[src/rtl/calc_pkg.sv]
// Shared definitions for the calculator display path: core status codes,
// receiver FSM states and active-low seven-segment patterns.
package calc_pkg;

   localparam logic [1:0] ST_ERRO    = 2'b00;
   localparam logic [1:0] ST_OCUPADO = 2'b01;
   localparam logic [1:0] ST_PRONTO  = 2'b10;

   localparam int NUM_DIGITS = 8;

   typedef enum logic [1:0] {
      S_IDLE    = 2'd0,
      S_CAPTURE = 2'd1,
      S_ERRO    = 2'd2
   } rx_state_e;

   // Segment order {g,f,e,d,c,b,a}, a lit segment is 0.
   localparam logic [6:0] SEG_BLANK = 7'h7F;
   localparam logic [6:0] SEG_E     = 7'h06;
   localparam logic [6:0] SEG_R     = 7'h2F;
   localparam logic [6:0] SEG_O     = 7'h23;

   function automatic logic [6:0] erro_seg(input logic [2:0] idx);
      logic [6:0] res;
      case (idx)
         3'd0:    res = SEG_O;
         3'd1:    res = SEG_R;
         3'd2:    res = SEG_R;
         3'd3:    res = SEG_E;
         default: res = SEG_BLANK;
      endcase
      return res;
   endfunction

endpackage

[src/rtl/seg7_decoder.sv]
// BCD digit to active-low seven-segment pattern; codes 10..15 and the
// blank flag both produce a dark digit.
module seg7_decoder
   import calc_pkg::*;
(
   input  logic [3:0] bcd,
   input  logic       blank,
   output logic [6:0] seg
);

   always_comb begin
      seg = SEG_BLANK;
      if (!blank) begin
         case (bcd)
            4'd0:    seg = 7'h40;
            4'd1:    seg = 7'h79;
            4'd2:    seg = 7'h24;
            4'd3:    seg = 7'h30;
            4'd4:    seg = 7'h19;
            4'd5:    seg = 7'h12;
            4'd6:    seg = 7'h02;
            4'd7:    seg = 7'h78;
            4'd8:    seg = 7'h00;
            4'd9:    seg = 7'h10;
            default: seg = SEG_BLANK;
         endcase
      end
   end

endmodule

[src/rtl/display_receiver.sv]
// Captures the core's digit stream into a shadow frame, commits it atomically
// on "pronto", and scans the committed frame onto a multiplexed display.
module display_receiver
   import calc_pkg::*;
#(
   parameter int REFRESH_DIV   = 50000,
   parameter bit BLANK_LEADING = 1'b1
) (
   input  logic       clock,
   input  logic       reset,
   input  logic [1:0] status,
   input  logic [3:0] data,
   input  logic [3:0] pos,
   output logic [7:0] an,
   output logic [6:0] seg,
   output logic       dp,
   output logic       frame_valid,
   output logic [1:0] dbg_state
);

   localparam int DIV_W = $clog2(REFRESH_DIV);
   localparam logic [DIV_W-1:0] DIV_LAST = DIV_W'(REFRESH_DIV - 1);

   rx_state_e        state_q, state_d;
   logic [3:0]       shadow_q [NUM_DIGITS];
   logic [3:0]       shadow_d [NUM_DIGITS];
   logic [3:0]       disp_q   [NUM_DIGITS];
   logic [3:0]       disp_d   [NUM_DIGITS];
   logic             fv_q, fv_d;
   logic [DIV_W-1:0] div_q, div_d;
   logic [2:0]       idx_q, idx_d;
   logic [7:0]       an_q, an_d;
   logic [6:0]       seg_q, seg_d;
   logic [1:0]       st;
   logic [NUM_DIGITS-1:0] lead_zero;
   logic             above_zero;
   logic [3:0]       mux_digit;
   logic             mux_blank;
   logic [6:0]       dec_seg;

   // Reserved status 11 behaves as "ocupado".
   assign st = (status == 2'b11) ? ST_OCUPADO : status;

   always_ff @(posedge clock or negedge reset) begin
      if (!reset) state_q <= S_IDLE;
      else        state_q <= state_d;
   end

   always_comb begin
      state_d = state_q;
      case (state_q)
         S_IDLE: begin
            if (st == ST_OCUPADO)   state_d = S_CAPTURE;
            else if (st == ST_ERRO) state_d = S_ERRO;
         end
         S_CAPTURE: begin
            if (st == ST_PRONTO)    state_d = S_IDLE;
            else if (st == ST_ERRO) state_d = S_ERRO;
         end
         default: state_d = S_ERRO;
      endcase
   end

   always_comb begin
      shadow_d = shadow_q;
      disp_d   = disp_q;
      fv_d     = 1'b0;
      case (state_q)
         S_IDLE: begin
            if (st == ST_OCUPADO) begin
               for (int i = 0; i < NUM_DIGITS; i++) shadow_d[i] = 4'd0;
            end
         end
         S_CAPTURE: begin
            if (st == ST_OCUPADO && !pos[3]) begin
               shadow_d[pos[2:0]] = data;
            end else if (st == ST_PRONTO) begin
               disp_d = shadow_q;
               fv_d   = 1'b1;
            end
         end
         default: ;
      endcase
   end

   always_ff @(posedge clock or negedge reset) begin
      if (!reset) begin
         for (int i = 0; i < NUM_DIGITS; i++) begin
            shadow_q[i] <= 4'd0;
            disp_q[i]   <= 4'd0;
         end
         fv_q  <= 1'b0;
         div_q <= '0;
         idx_q <= 3'd0;
         an_q  <= 8'hFF;
         seg_q <= SEG_BLANK;
      end else begin
         shadow_q <= shadow_d;
         disp_q   <= disp_d;
         fv_q     <= fv_d;
         div_q    <= div_d;
         idx_q    <= idx_d;
         an_q     <= an_d;
         seg_q    <= seg_d;
      end
   end

   always_comb begin
      div_d = div_q + 1'b1;
      idx_d = idx_q;
      if (div_q == DIV_LAST) begin
         div_d = '0;
         idx_d = idx_q + 3'd1;
      end
   end

   // lead_zero[i] is set when digit i and every digit above it are zero.
   always_comb begin
      lead_zero  = '0;
      above_zero = 1'b1;
      for (int i = NUM_DIGITS - 1; i >= 0; i--) begin
         above_zero   = above_zero && (disp_q[i] == 4'd0);
         lead_zero[i] = above_zero;
      end
   end

   assign mux_digit = disp_q[idx_q];
   assign mux_blank = BLANK_LEADING && (idx_q != 3'd0) && lead_zero[idx_q];

   seg7_decoder u_dec (
      .bcd   (mux_digit),
      .blank (mux_blank),
      .seg   (dec_seg)
   );

   // an and seg come from the same idx_q so they always change together.
   always_comb begin
      an_d  = ~(8'h01 << idx_q);
      seg_d = (state_q == S_ERRO) ? erro_seg(idx_q) : dec_seg;
   end

   assign an          = an_q;
   assign seg         = seg_q;
   assign dp          = 1'b1;
   assign frame_valid = fv_q;
   assign dbg_state   = state_q;

endmodule
[config.mk]
export PLATFORM = sky130hd
export DESIGN_NAME = display_receiver
export DESIGN_NICKNAME = d
export VERILOG_FILES = /design/src/rtl/calc_pkg.sv /design/src/rtl/seg7_decoder.sv /design/src/rtl/display_receiver.sv
export SDC_FILE = /design/constraint.sdc
export NUM_CORES = 1
export LEC_CHECK = 0
export BUFFER_PORTS_ARGS = -buffer_cell sky130_fd_sc_hd__buf_4
export CORE_MARGIN = 1.5
export CORE_UTILIZATION = 35
export DETAILED_ROUTE_END_ITERATION = 7
export PLACE_DENSITY_LB_ADDON = 0.2
export SETUP_SLACK_MARGIN = 0.05
export SYNTH_ARGS = -nofsm -noshare
export SYNTH_HDL_FRONTEND = slang
export SYNTH_SLANG_ARGS = --single-unit
[constraint.sdc]
create_clock -name clock -period 4.05 [get_ports clock]
set_input_delay 0.81 -clock clock [delete_from_list [all_inputs] [get_ports clock]]
set_output_delay 0.81 -clock clock [all_outputs]
set_load 0.005 [all_outputs]
==> results of run 1 <==
## final cells by class
cell class                 instances  area (µm²)
fill                            1230        7476
multi-input combinational        244        1976
inverter                          12       45.04
clock inverter                     4       32.53
clock buffer                      11       242.7
tap                              172       215.2
sequential                       101        2546
timing repair buffer              32       240.2
## synthesized netlist by cell type, drive strengths merged, types with 2 or more instances
master / instances / area (µm²)
dfrtp: 86 / 2152
mux2: 35 / 394.1
a22o: 28 / 245.2
nand2: 24 / 90.09
nor2: 23 / 96.34
dfstp: 15 / 394.1
nand3: 13 / 65.06
ha: 12 / 150.1
inv: 12 / 45.04
a21oi: 11 / 58.81
mux2i: 11 / 122.6
xor2: 11 / 96.34
buf: 10 / 83.82
o21ai: 10 / 50.04
nor4: 7 / 50.05
nand2b: 6 / 37.54
and3: 4 / 25.02
mux4: 4 / 90.09
nor3: 4 / 31.28
xnor2: 4 / 35.03
a2111oi: 3 / 38.79
nand4: 3 / 18.77
nor3b: 3 / 22.52
o211ai: 3 / 36.28
a31oi: 2 / 12.51
a32o: 2 / 20.02
and2: 2 / 17.52
nor2b: 2 / 12.51
or2: 2 / 12.51
## cells by family after synthesis
kind of cell / Yosys count
fa+ha+maj: 12
mux: 50
buf+inv: 23
other cells: 1
compound gates: 68
flops: 101
simple gates: 98
xor+xnor: 15
## stage by stage
step	hold slack, ps	cell area, µm²	utilization, %
after floorplan	444.4	4639	-
after global placement	472.8	5022	39.32
after detailed placement	471.3	5022	39.32
after CTS	489.1	5298	41.47
after global routing	506.5	5298	41.47
final	481.4	5298	41.47
## how the worst max path moves through the flow
stage	start	end	cells past startpoint
CTS	idx_q[0]$_DFFE_PN0N_	seg[3]$_DFF_PN1_	6
global placement	idx_q[0]$_DFFE_PN0N_	seg[3]$_DFF_PN1_	6
finish	idx_q[0]$_DFFE_PN0N_	seg[3]$_DFF_PN1_	6
global route	idx_q[0]$_DFFE_PN0N_	seg[3]$_DFF_PN1_	6
detailed placement	idx_q[0]$_DFFE_PN0N_	seg[3]$_DFF_PN1_	6
floorplan	idx_q[0]$_DFFE_PN0N_	seg[3]$_DFF_PN1_	7
## power by group through the flow
stage / Clock [µW] / Sequential, µW / Combinational [µW]
floorplan: 0 / 1030 / 9.95
global placement: 0 / 1030 / 44.9
detailed placement: 0 / 1030 / 45.7
CTS: 828 / 1010 / 45.8
global route: 863 / 1010 / 50.8
finish: 803 / 1010 / 43.9
## sequential cells by signal, indices dropped and copies added, names as in the netlist
| name | count |
|---|---|
| disp_q | 32 |
| idx_q | 3 |
| shadow_q | 32 |
| an | 8 |
| frame_valid | 1 |
| seg | 7 |
| div_q | 16 |
| dbg_state | 2 |
## routing by layer
metal | track usage, % | vias to the layer above | share of wire [%]
li1 | - | 1399 | -
met2 | 21.66 | 33 | 46
met1 | 20.34 | 1491 | 50
met5 | 0 | - | 0
met3 | 3.716 | 11 | 3.1
met4 | 5.488 | 0 | 1.6
## worst max-delay path, delay by kind of cell, from the launching register on
kind,cells,cell delay [ps]
muxes,2,980
DFF,1,680
adders and majority gates,1,330
AOI/OAI and AO/OA,2,320
and+or+nand+nor,1,290
==> impl_metrics.ini, run 1 <==
[final_layout]
diodes = 0
drive_above_1_share_pct = 29.95
final_cell_mix = 86 x dfrtp_1, 34 x mux2_2, 32 x buf_4
nNetsFinal = 424
layout_commonest_cell = dfrtp_1
area_growth_pct = 14.19
instances_no_fill = 576

[placement]
gp_congestion = 0.8076
pre_cts_ws_ps = 1422
port_buffers = 29
dp_hpwl_mm = 6.624
placed_cells = 561

[power]
clockPowerShare_pct = 43.2
power_frac_seq_pct = 54.5
p_int_uw = 1460
irDropWorstVdd_v = 0.0002311
combinationalPowerShare_pct = 2.4
power.leakage_uw = 0.002478
p_sw_uw = 401.7
sw_frac_of_total_pct = 21.58
powerDensity_nw_per_um2 = 351.4
power.total_uw = 1861

[sta]
finalClockSkew_ps = 9.304
timing.final.crit_share_pct = 65.91
slew_headroom_pct = 42.19
fin_crit_ps = 2669
tns_ps = 0
worst_pin_slew_ps = 867.2
final-hold-violation-count = 0
drv_slew = 0
final-setup-viol-count = 0
finalWorstSetupSlack_ps = 1381
rsz0062_at_grt = false
fmax_mhz = 374.6

[setup_path]
start_kind = register
reg2reg_from = idx_q[0]$_DFFE_PN0N_
arrival_ps = 2950
critical_path_required_ps = 4330
ff2ff_setup_slack_ps = 1380
cp_max_fo = 12
crit_chain = mux4_2 > mux2i_1 > ha_1 > or2_2 > a21boi_1 > a2bb2oi_2
reg2reg_depth = 6
slowest_stage = dfrtp_1
slowest_delay_ps = 680
path_class = register to register
end_kind = register
rr_endpoint = seg[3]$_DFF_PN1_

[logic_synthesis]
yosys_register_bits = 101
synthFlopType = dfrtp_1
muxShareOfSynthArea_pct = 13.08
synth.avg_cell_area_um2 = 12.61
yosys_warnings = 0
ys_types = 58
syn_inst = 368
synth_top_family_by_area = multiplexers
synthSimpleGateAreaFrac_pct = 11.35
ys_seq_area_share_pct = 54.88
synth_edf_count = 0
synth_fp_nets = 392
synth_compound_area_share_pct = 11.68
synth_xor_area_share_pct = 2.832
async_reset_ff_share_pct = 100.0
netlist_area_um2 = 4639
synthAdderAreaFrac_pct = 3.236

[flow_run]
cap_violations = 0

[cts]
htree_num_levels = 3
cts_tree = done
cts_made_buffers = 9
cts_setup_buffers = 0
insertion_delay_ps = 350
max-clock-path-buffers = 2
cts.reportedPaths.clkPinSlew_ps = 70
cts_resized = 0
clock-root-buffer = clkbuf_16
cts.sinks = 101
hold_buffers = 0

[floorplan]
rows = 41
start_util_pct = 36.32
dieArea_um2 = 13950
die_h_um = 118.1
ios = 31
die_w_um = 118.1
core_area_um2 = 12770

[global_routing]
track_usage_pct = 14.54
grt_pass1_vias = 2938
grt_pass1_wl_mm = 15.72
gr-total-overflow = 0
grt_antenna_before_repair = 0
grt_max_degree = 71

[route]
drcViolationCount = 0
route.antenna.remaining_nets = 0
vias = 2934
avgRoutedWirePerCell_um = 16.45
wirelength_mm = 9.476
drtIter0Drc = 143
drt_pass1_iterations = 4
vias_per_cell = 5.094

[run_status]
status = finished, final reports clean

[hold_path]
hold_depth = 2
hold_start = shadow_q[30]$_DFFE_PN0P_
whs_endpoint = shadow_q[30]$_DFFE_PN0P_
hold_class = register to register
(Power assumes the default switching activity.)
==> run 2: changes to the inputs <==
ABC_AREA = 1   (was not set)
clock period = 2.7 ns   (was 4.05 ns; I/O delays follow)
==> impl_metrics.ini, run 2 <==
[run_status]
status = finished, final reports clean

[logic_synthesis]
synth_fp_nets = 614
yosys_register_bits = 101
synth_top_cell_by_area = dfrtp_1
syn_inst = 590
async_reset_ff_share_pct = 100.0
ys_top_cells_by_count = 132 x nand2_1, 116 x inv_1, 86 x dfrtp_1, 53 x o21ai_0, 46 x nand3_1
yosys.area.top_type_share_pct = 44.33
synth.avg_cell_area_um2 = 8.228
synth_most_common_cell = nand2_1
ys_types = 31
synthTopCellsByArea = dfrtp_1 44%, nand2_1 10%, inv_1 9.0%
ys_seq_area_share_pct = 52.45
netlist_area_um2 = 4855
synthFlopType = dfrtp_1
synth_edf_count = 0
yosys_warnings = 0

[cts]
cts_made_buffers = 9
cts_setup_buffers = 0
cts_tree = done
htree_num_levels = 3
cts.reportedPaths.clkPinSlew_ps = 70
clock-root-buffer = clkbuf_16
insertion_delay_ps = 350
max-clock-path-buffers = 2
hold_buffers = 0
cts_resized = 0
cts.sinks = 101

[global_routing]
met3_usage_pct = 3.962
grt_antenna_before_repair = 0
grt_pass1_vias = 3703
grt_pass1_wl_mm = 17.85
track_usage_pct = 15.71
gr-total-overflow = 0
grtUsageMet2_pct = 23.79
grt-busiest-layer = met2
met1_usage_pct = 21.39
grt_max_degree = 66

[setup_path]
slowest_delay_ps = 760
critical_path.top_delay_family = simple AND/OR/NAND/NOR gates
rr_endpoint = disp_q[9]$_DFFE_PN0P_
arrival_ps = 2320
slowest_stage = nand3_2
cp_max_fo = 65
path_class = register to register
crit_chain = nor2_1 > buf_4 > nand3_2 > o21ai_0
end_kind = register
start_kind = register
crit_buf_inv = 1
critical_path_required_ps = 2940
reg2reg_from = dbg_state[1]$_DFF_PN0_
ff2ff_setup_slack_ps = 610
reg2reg_depth = 4

[floorplan]
die_h_um = 120.8
die_w_um = 120.8
dieArea_um2 = 14590
rows = 42
ios = 31
start_util_pct = 36.23
core_area_um2 = 13400

[sta]
fmax_mhz = 479.4
fin_crit_ps = 2086
drv_slew = 0
slew_headroom_pct = 34.09
final-setup-viol-count = 0
tns_ps = 0
worst_pin_slew_ps = 987.6
finalClockSkew_ps = 8.913
timing.final.crit_share_pct = 77.25
rsz0062_at_grt = false
finalWorstSetupSlack_ps = 614.1
final-hold-violation-count = 0

[placement]
pre_cts_ws_ps = 581.2
port_buffers = 29
dp_hpwl_mm = 7.619
gp_congestion = 0.8406
placed_cells = 784

[final_layout]
layout_commonest_cell = nand2_1
area_growth_pct = 13.99
final_cell_mix = 132 x nand2_1, 116 x inv_1, 86 x dfrtp_1
diodes = 0
drive_above_1_share_pct = 13.14
instances_no_fill = 800
reg_top3 = disp_q: 32 flops, shadow_q: 32 flops, div_q: 16 flops
nNetsFinal = 643

[route]
vias = 3779
drt_pass1_iterations = 4
vias_per_cell = 4.724
drtIter0Drc = 238
route.antenna.remaining_nets = 0
avgRoutedWirePerCell_um = 12.94
drcViolationCount = 0
wirelength_mm = 10.35

[flow_run]
cap_violations = 0

[hold_path]
hold_class = primary input to async pin

[power]
powerDensity_nw_per_um2 = 510.2
irDropWorstVdd_v = 0.0003932
power.leakage_uw = 0.002832
power.total_uw = 2824
-- run 2: per-layer routing --
metal / vias up / wire length (µm)
met5: - / 0
met4: 0 / 234
met3: 18 / 341
met2: 65 / 4572
met1: 1795 / 5203
li1: 1901 / -
-- run 2: stage by stage --
step	hold slack [ps]	utilization, %	cell area, µm²
3_3_place_gp	447.5	39.23	5258
4_1_cts	254.7	41.30	5534
2_1_floorplan	244.4	-	4855
3_5_place_dp	454.3	39.23	5258
6_report	229.1	41.30	5534
5_1_grt	280.1	41.30	5534
-- run 2: how the worst max path moves through the flow --
stage,startpoint,endpoint,slack [ps],depth (start not counted)
floorplan,idx_q[0]$_DFFE_PN0N_,seg[6]$_DFF_PN1_,1030,10
global placement,status[0],disp_q[26]$_DFFE_PN0P_,640,4
detailed placement,status[0],disp_q[24]$_DFFE_PN0P_,580,4
CTS,dbg_state[1]$_DFF_PN0_,disp_q[24]$_DFFE_PN0P_,560,4
global route,dbg_state[0]$_DFF_PN0_,disp_q[17]$_DFFE_PN0P_,330,5
finish,dbg_state[1]$_DFF_PN0_,disp_q[9]$_DFFE_PN0P_,610,4
-- run 2: report_power, final --
group          internal, µW  total [µW]  switching [µW]
sequential             1530        1530            3.70
clock                   632        1210             578
combinational          23.5        81.7            58.2
-- run 2: area by class of cell --
type | instances | area, µm²
well taps | 176 | 220.2
inverters | 118 | 442.9
multi-input cells | 354 | 1773
clock buffers | 10 | 229.0
fillers | 1383 | 7866
repair buffers | 35 | 275.3
clock inverters | 6 | 47.55
flip-flops and latches | 101 | 2546
-- run 2: logic make-up after synthesis --
group | after synthesis | synth area share, %
compound gates | 88 | 9.897
simple gates | 247 | 22.27
fa+ha+maj | 12 | 3.093
other cells | 1 | 0.07725
buf+inv | 135 | 11.13
xor+xnor | 6 | 1.082
flops | 101 | 52.45
